<file path="config.mk">
export PLATFORM = sky130hd
export DESIGN_NAME = bram_march_bist
export DESIGN_NICKNAME = d
export VERILOG_FILES = /design/src/rtl/bram_march_bist.sv
export SDC_FILE = /design/constraint.sdc
export NUM_CORES = 1
export LEC_CHECK = 0
export CORE_MARGIN = 2
export CORE_UTILIZATION = 25
export CTS_CLUSTER_SIZE = 20
export DETAILED_ROUTE_END_ITERATION = 8
export GPL_TIMING_DRIVEN = 0
export SYNTH_ARGS = -nofsm -noshare
export SYNTH_HDL_FRONTEND = slang
export SYNTH_SLANG_ARGS = --single-unit
</file>
<file path="constraint.sdc">
create_clock -name clk -period 3.7 [get_ports clk]
set_clock_uncertainty 0.1 [all_clocks]
set_input_delay 0.74 -clock clk [delete_from_list [all_inputs] [get_ports clk]]
set_output_delay 0.74 -clock clk [all_outputs]
set_load 0.03 [all_outputs]
</file>
<file path="src/rtl/bram_march_bist.sv">
// March BIST initiator for the single-port block RAM (optional BIST_ERR_COUNT_EN).
//
// Purpose : drives the RAM through a 4-element March test and reports the outcome.
//   The elements are w(P) ascending, r(P)/w(~P) ascending, r(~P)/w(P) descending,
//   and r(P) descending.
// Ports   : clk, rst_n (async, active-low), start    -> test control inputs
//           busy, done, pass                        -> test status
//           fail_addr, fail_expected, fail_actual   -> first-mismatch record
//           err_count                               -> mismatch count (0 unless
//                                                      BIST_ERR_COUNT_EN is defined)
//           write_enable, read_enable, address,
//           data_in, data_out                       -> RAM port, names match the RAM
// Macro   : BIST_ERR_COUNT_EN enables the saturating mismatch counter.
module bram_march_bist #(
    parameter int              RAM_WIDTH = 16,
    parameter int              RAM_DEPTH = 1024,
    parameter logic [RAM_WIDTH-1:0] PATTERN = 16'hA5A5,
    // A single-word RAM still needs one address bit.
    localparam int             AW = (RAM_DEPTH > 1) ? $clog2(RAM_DEPTH) : 1
) (
    input  logic                 clk,
    input  logic                 rst_n,
    input  logic                 start,
    output logic                 busy,
    output logic                 done,
    output logic                 pass,
    output logic [AW-1:0]        fail_addr,
    output logic [RAM_WIDTH-1:0] fail_expected,
    output logic [RAM_WIDTH-1:0] fail_actual,
    output logic [15:0]          err_count,
    output logic                 write_enable,
    output logic                 read_enable,
    output logic [AW-1:0]        address,
    output logic [RAM_WIDTH-1:0] data_in,
    input  logic [RAM_WIDTH-1:0] data_out
);

    typedef enum logic [2:0] {
        IDLE, M0, M1, M2, M3, CHECK, DONE
    } state_t;

    localparam logic [AW-1:0] LAST = AW'(RAM_DEPTH - 1);

    state_t               state;
    logic                 phase;      // 0 = read cycle, 1 = write cycle (M1/M2)
    logic                 found;
    logic [RAM_WIDTH-1:0] rd_exp;     // expected word for the read issued now
    logic                 chk_valid;  // data_out holds a read to check this cycle
    logic [RAM_WIDTH-1:0] chk_exp;
    logic [AW-1:0]        chk_addr;
    logic                 mismatch;

    assign mismatch = chk_valid && (data_out != chk_exp);

    always_ff @(posedge clk or negedge rst_n) begin
        if (!rst_n) begin
            state         <= IDLE;
            phase         <= 1'b0;
            found         <= 1'b0;
            rd_exp        <= '0;
            chk_valid     <= 1'b0;
            chk_exp       <= '0;
            chk_addr      <= '0;
            busy          <= 1'b0;
            done          <= 1'b0;
            pass          <= 1'b0;
            fail_addr     <= '0;
            fail_expected <= '0;
            fail_actual   <= '0;
            write_enable  <= 1'b0;
            read_enable   <= 1'b0;
            address       <= '0;
            data_in       <= '0;
        end else begin
            // Read data returns one cycle after the strobe; track it.
            chk_valid <= read_enable;
            chk_exp   <= rd_exp;
            chk_addr  <= address;

            if (mismatch && !found) begin
                found         <= 1'b1;
                fail_addr     <= chk_addr;
                fail_expected <= chk_exp;
                fail_actual   <= data_out;
            end

            case (state)
                IDLE: begin
                    done <= 1'b0;
                    if (start) begin
                        state         <= M0;
                        busy          <= 1'b1;
                        pass          <= 1'b0;
                        found         <= 1'b0;
                        fail_addr     <= '0;
                        fail_expected <= '0;
                        fail_actual   <= '0;
                        write_enable  <= 1'b1;
                        address       <= '0;
                        data_in       <= PATTERN;
                    end
                end
                M0: begin
                    if (address == LAST) begin
                        state        <= M1;
                        write_enable <= 1'b0;
                        read_enable  <= 1'b1;
                        address      <= '0;
                        rd_exp       <= PATTERN;
                        phase        <= 1'b0;
                    end else begin
                        address <= address + 1'b1;
                    end
                end
                M1: begin
                    if (!phase) begin
                        read_enable  <= 1'b0;
                        write_enable <= 1'b1;
                        data_in      <= ~PATTERN;
                        phase        <= 1'b1;
                    end else begin
                        write_enable <= 1'b0;
                        read_enable  <= 1'b1;
                        phase        <= 1'b0;
                        if (address == LAST) begin
                            state   <= M2;
                            address <= LAST;
                            rd_exp  <= ~PATTERN;
                        end else begin
                            address <= address + 1'b1;
                        end
                    end
                end
                M2: begin
                    if (!phase) begin
                        read_enable  <= 1'b0;
                        write_enable <= 1'b1;
                        data_in      <= PATTERN;
                        phase        <= 1'b1;
                    end else begin
                        write_enable <= 1'b0;
                        read_enable  <= 1'b1;
                        phase        <= 1'b0;
                        if (address == '0) begin
                            state   <= M3;
                            address <= LAST;
                            rd_exp  <= PATTERN;
                        end else begin
                            address <= address - 1'b1;
                        end
                    end
                end
                M3: begin
                    if (address == '0) begin
                        state       <= CHECK;
                        read_enable <= 1'b0;
                    end else begin
                        address <= address - 1'b1;
                    end
                end
                CHECK: begin
                    // The final M3 read is still being compared this cycle.
                    state <= DONE;
                    done  <= 1'b1;
                    busy  <= 1'b0;
                    pass  <= !(found || mismatch);
                end
                DONE: begin
                    done  <= 1'b0;
                    state <= IDLE;
                end
                default: state <= IDLE;
            endcase
        end
    end

`ifdef BIST_ERR_COUNT_EN
    logic [15:0] err_q;

    always_ff @(posedge clk or negedge rst_n) begin
        if (!rst_n) begin
            err_q <= '0;
        end else if (state == IDLE && start) begin
            err_q <= '0;
        end else if (mismatch && err_q != 16'hFFFF) begin
            err_q <= err_q + 16'd1;
        end
    end

    assign err_count = err_q;
`else
    assign err_count = '0;
`endif

endmodule

</file>
==> results of run 1 <==
metrics by stage:
step | cell area [µm²] | cells | setup WS [ns]
final | 5670 | 769 | 0.947
after global routing | 5670 | 769 | 0.808
after CTS | 5670 | 769 | 0.928
after detailed placement | 5340 | 753 | 0.573
after global placement | 5310 | 752 | -0.982
after floorplan | 4130 | 445 | 1.27
worst max-delay path by stage:
stage,start,to,slack [ns]
2_1_floorplan,data_out[9],fail_expected[0],1.27
3_3_place_gp,rst_n,fail_actual[4],-0.98
3_5_place_dp,data_out[9],fail_expected[7],0.57
4_1_cts,data_out[9],fail_expected[7],0.93
5_1_grt,data_out[2],fail_addr[2],0.81
6_report,data_out[2],fail_expected[7],0.95
per-layer routing:
layer	up-vias	part of all wire	GRT usage
li1	1761	-	-
met1	1811	0.45	0.181
met2	117	0.48	0.229
met3	18	0.051	0.0351
met4	0	0.018	0.0441
met5	-	0	0
state kept, by name (all words and copies together) (netlist names):
name	count
chk_valid	1
chk_exp	2
write_enable	1
phase	1
read_enable	1
fail_addr	10
pass	1
busy	1
address	10
found	1
state	3
chk_addr	10
fail_expected	16
done	1
fail_actual	16
rd_exp	2
data_in	2
synth_stat cells, drive strengths merged, types with 3 or more instances:
master,number
o21ai,46
and4,3
nor2,13
mux2i,5
nand2b,3
nand4,10
o211ai,6
a21o,17
nand2,45
buf,38
dfrtp,79
clkbuf,23
o22ai,4
and3,4
or4,7
inv,7
a22o,5
a31oi,7
nor3,8
or3,3
nor4,4
o21a,5
a21oi,13
o311ai,3
nand3,35
where the power goes:
group          internal (mW)  total, mW  switching, mW
Clock                  0.626      0.986          0.359
Combinational          0.379      0.938          0.559
Sequential              1.00       1.12          0.119
Total                   2.01       3.05           1.04
worst register-to-register path: stages (launching register included):
cell,delay [ns]
dfrtp_1,0.49
inv_1,0.12
ha_1,0.21
or4b_1,0.44
buf_2,0.21
nor3_4,0.33
o21ai_1,0.33
nand2_1,0.23
o221ai_1,0.14
cell families (layout without fill, tap and decap cells):
group | after synthesis | count (layout) | synth area share
DFF | 79 | 79 | 0.485
and+or+nand+nor | 143 | 143 | 0.186
buffers and inverters | 70 | 178 | 0.0952
xor gates and xnor gates | 3 | 3 | 0.00645
other | 1 | 16 | 0.000920
adders and majority gates | 2 | 2 | 0.00614
muxes | 5 | 5 | 0.0123
AOI/OAI and AO/OA | 127 | 127 | 0.208
final cells by class:
type                       instances  area, µm²
fill                            1639      10200
sequential                        79       1980
multi-input combinational        296       1770
timing repair buffer              92        936
buffer                            61        354
tap                              216        270
clock buffer                      11        253
clock inverter                     5       80.1
inverter                           9       33.8
==> impl_metrics.yaml, run 1 <==
finish:
  fin_util: 0.357
  synthToLayoutAreaGrowth_pct: 39.1
  final_common_cell: "clkdlybuf4s50_1"
  n_antenna_cell: 0
  drive_gt1_frac: 0.114
  fin_nets: 569
  final_cell_mix: "clkdlybuf4s50_1 (90), dfrtp_1 (79), nand2_1 (45)"
setup_path:
  slowest_delay_ns: 0.50
  cp_slowest_cell: "or4_1"
  startpoint_type: "input port"
  r2r_cells: 8
  critPathRequiredTime_ns: 3.83
  crit_buf_inv: 2
  cp_cell_sequence: "clkdlybuf4s50_1 > or4_1 > mux2i_1 > a41oi_4 > and3_1 > buf_2 > a21o_1"
  r2r_slack_ns: 0.98
  endpoint_kind: "flip-flop"
  worst-path-stages: 7
  r2r_start: "address[0]"
  cp_top_family: "simple AND/OR/NAND/NOR gates"
  r2r-end: "address[5]"
  worstPathArrival_ns: 2.88
  crit_path_max_fanout: 10
  worstSetupPathType: "input port to flip-flop"
clock_tree:
  cts_tree: "built"
  clk_latency_ns: 0.34
  post_cts_resized: 0
  h-tree-depth: 3
  root_buffer: "clkbuf_16"
  cts_buffer_depth: 2
  cts_sinks: 79
  post_cts_buffers: 0
  clk_pin_slew_ns: 0.06
  cts_buffers: 9
  cts_hold_buf: 0
floorplanning:
  core_area_mm2: 0.0159
  row_count: 46
  die_y_um: 132
  dieArea_mm2: 0.0173
  pin_count: 108
  start_util: 0.257
  die_w_um: 132
sta:
  max_freq_ghz: 0.363
  finalSetupTns_ns: 0
  grt_setup_unrepaired: "false"
  worst_hold_slack_ns: 0.126
  fin_crit_sh: 0.744
  setup_violations: 0
  fin_crit_ns: 2.75
  relSlewSlack: 0.545
  finalHoldViolations: 0
  worst_pin_slew_ns: 0.678
  finalMaxSlewViolations: 0
logic_synthesis:
  postSynth.asyncResetShare: 1.00
  seq_area_frac_synth: 0.485
  synth_top_cells_by_area: "dfrtp_1 (49%), buf_4 (5.7%), nand3_1 (4.3%)"
  synthDistinctLibCells: 59
  synth_seq_cells: 79
  syn_inst: 430
  avgSynthCellArea_um2: 9.48
  netlist.area_leader.share: 0.485
  yosys.area.top_type: "dfrtp_1"
  syn_area_mm2: 0.00408
  synth_edf_count: 0
  yosysWarnings: 0
  ys.flop_type: "dfrtp_1"
power_and_ir_drop:
  finalPower_mw: 3.05
  leakage_nw: 2.51
  irDropWorstVdd_mv: 0.234
  power.density_mw_per_mm2: 537
placed_design:
  io_buffers: 91
  gp_congestion: 0.902
  post-dp-hpwl_mm: 8.75
grt:
  grt_use_total: 0.140
  grt_pass1_vias: 3720
  gr-total-overflow: 0
  grt_pass1_wl_mm: 19.6
  antenna_found_initial: 0
  grt_max_degree: 72
drt:
  first_iter_violations: 328
  drtPass1Iterations: 4
  via_per_inst: 4.82
  drc: 0
  wl_per_cell_um: 15.5
  dr_total_vias: 3707
  finalWirelength_mm: 11.9
  ant_nets: 0
job:
  cap_violations: 0
hold_path:
  hp-class: "input port to asynchronous set/reset pin"
outcome:
  run_status: "completed"
Power figures use the tool's default switching activity.
==> run 2: changes to the inputs <==
==> constraint.sdc (replaced) <==
create_clock -name clk -period 2.7 [get_ports clk]
set_clock_uncertainty 0.1 [all_clocks]
set_input_delay 0.54 -clock clk [delete_from_list [all_inputs] [get_ports clk]]
set_output_delay 0.54 -clock clk [all_outputs]
set_load 0.03 [all_outputs]
==> run 2 against run 1 <==
  * Setup slack worse by 0.81 ns
  * Sequential share of layout area is 0.22 points lower
  * Final cell count up 0.13%
  * Sequential cell count stayed put
  * Count of clock-buffer cells in the layout stayed put
  * Non-clock buffer count grew 1
  * Utilization rose by 0.27 points
  * Critical path depth increased by 1
  * Via count is 1.0% higher
  * Wire length fell by 0.12%
  * Clock power increased by 37%
  * Combinational power grew 38%
  * Largest power group unchanged
  * Highest routed layer unchanged
==> impl_metrics.yaml, run 2 (same netlist as run 1, synthesis figures left out) <==
drt:
  drtPass1Iterations: 5
  first_iter_violations: 287
  dr_total_vias: 3745
  via_per_inst: 4.86
  wl_per_cell_um: 15.5
  drc: 0
  finalWirelength_mm: 11.9
  ant_nets: 0
power_and_ir_drop:
  leakage_nw: 2.53
  power_switching_mw: 1.43
  p_clk_frac: 0.322
  swShare: 0.341
  pwr-share-seq: 0.368
  power.internal_mw: 2.76
  power.density_mw_per_mm2: 732
  irDropWorstVdd_mv: 0.320
  combPwrFrac: 0.309
  finalPower_mw: 4.18
finish:
  reg.largest.list: "fail_actual x16, fail_expected x16"
  n_antenna_cell: 0
  final_common_cell: "clkdlybuf4s50_1"
  synthToLayoutAreaGrowth_pct: 40.2
  fin_nets: 570
  drive_gt1_frac: 0.123
  fillCellCount: 1632
  fin_util: 0.360
  final_cell_mix: "clkdlybuf4s50_1 (90), dfrtp_1 (77), nand2_1 (45)"
clock_tree:
  clk_latency_ns: 0.34
  cts_tree: "built"
  cts_buffer_depth: 2
  cts_sinks: 79
  root_buffer: "clkbuf_16"
  h-tree-depth: 3
  clk_pin_slew_ns: 0.06
  cts_buffers: 9
floorplanning:
  die_w_um: 132
  pin_count: 108
  dieArea_mm2: 0.0173
  start_util: 0.257
  row_count: 46
  core_area_mm2: 0.0159
  die_y_um: 132
setup_path:
  worstSetupPathType: "flip-flop to flip-flop"
  cp_cell_sequence: "inv_1 > ha_1 > or4b_1 > buf_2 > nor3_4 > nand2_1 > a22o_1 > a32o_1"
  endpoint_kind: "flip-flop"
  worstPathArrival_ns: 2.69
  r2r_start: "address[0]"
  r2r_cells: 8
  cp_top_family: "simple AND/OR/NAND/NOR gates"
  slowest_delay_ns: 0.47
  cp_slowest_cell: "dfrtp_2"
  r2r-end: "state[0]"
  startpoint_type: "flip-flop"
  crit_buf_inv: 2
  critPathRequiredTime_ns: 2.83
  crit_path_max_fanout: 9
  r2r_slack_ns: 0.13
placed_design:
  post-place-ws_ns: -0.227
  gp_congestion: 0.902
  post-dp-hpwl_mm: 8.75
  io_buffers: 91
grt:
  grt_pass1_wl_mm: 19.6
  gr-total-overflow: 0
  grt_pass1_vias: 3714
  grt_max_degree: 72
  grt_use_total: 0.140
  antenna_found_initial: 0
hold_path:
  hold_path_depth: 0
  worstHoldEndpoint: "chk_exp[14]"
  hold_start: "rd_exp[14]"
  hp-class: "flip-flop to flip-flop"
sta:
  finalMaxSlewViolations: 0
  setup_violations: 0
  finalHoldViolations: 0
  max_freq_ghz: 0.389
  fin_crit_ns: 2.57
  relSlewSlack: 0.578
  grt_setup_unrepaired: "false"
  fin_crit_sh: 0.951
  worst_pin_slew_ns: 0.628
  layout_setup_ws_ns: 0.132
outcome:
  run_status: "completed"
job:
  cap_violations: 0
[run 2: cell count changes in the layout (fill, tap and decap cells not counted), sizes merged]
cell,delta
dlygate4sd3,+1
[run 2: through the flow]
| step | area (µm²) | cells | setup TNS, ns | hold slack (ns) |
|---|---|---|---|---|
| 5_1_grt | 5710 | 770 | 0 | 0.293 |
| 4_1_cts | 5680 | 770 | 0 | 0.292 |
| 2_1_floorplan | 4130 | 445 | 0 | 0.144 |
| 6_report | 5710 | 770 | 0 | 0.286 |
| 3_5_place_dp | 5340 | 753 | -7.49 | 0.277 |
| 3_3_place_gp | 5310 | 752 | -146.67 | 0.262 |
[run 2: how the worst max path moves through the flow]
stage / slack, ns / from / to / depth (start not counted)
6_report: 0.13 / address[0] / state[0] / 8
4_1_cts: 0.07 / address[0] / address[5] / 8
3_3_place_gp: -1.78 / rst_n / fail_actual[4] / 1
5_1_grt: 0.005 / address[0] / state[0] / 8
2_1_floorplan: 0.27 / address[0] / address[9] / 8
3_5_place_dp: -0.23 / data_out[9] / fail_expected[7] / 7
[run 2: timing repair]
item	in CTS	in global routing
endpoints found under the hold margin	8	0
hold buffers	1	0
setup endpoints to repair	0	12
gates resized for setup	0	9
buffers inserted	0	0
[run 2: final cells by class]
cell class | count | area (µm²) | share of cell area
inverters | 9 | 33.8 | 0.00591
flip-flops and latches | 79 | 1980 | 0.346
clock inverters | 5 | 80.1 | 0.0140
plain buffers | 61 | 354 | 0.0620
repair buffers | 93 | 946 | 0.166
well taps | 216 | 270 | 0.0473
clock buffers | 11 | 253 | 0.0442
multi-input cells | 296 | 1800 | 0.314
[run 2: power by group through the flow]
stage                     logic, mW  clock network (mW)  registers [mW]
after floorplan               0.513                   0            1.79
after global placement         1.27                   0            1.56
after detailed placement       1.28                   0            1.56
after CTS                      1.29                1.37            1.54
after global routing           1.39                1.45            1.57
final                          1.29                1.35            1.54
[run 2: metal layers]
metal | routed length (µm) | track usage
met5 | 0 | 0
met4 | 153 | 0.0429
met3 | 637 | 0.0351
met2 | 5890 | 0.231
met1 | 5240 | 0.180
[run 2: worst register-to-register path, cell delays in order (launching register included)]
cell	delay, ns
dfrtp_2	0.47
inv_1	0.10
ha_1	0.20
or4b_1	0.44
buf_2	0.21
nor3_4	0.31
nand2_1	0.15
a22o_1	0.25
a32o_1	0.22
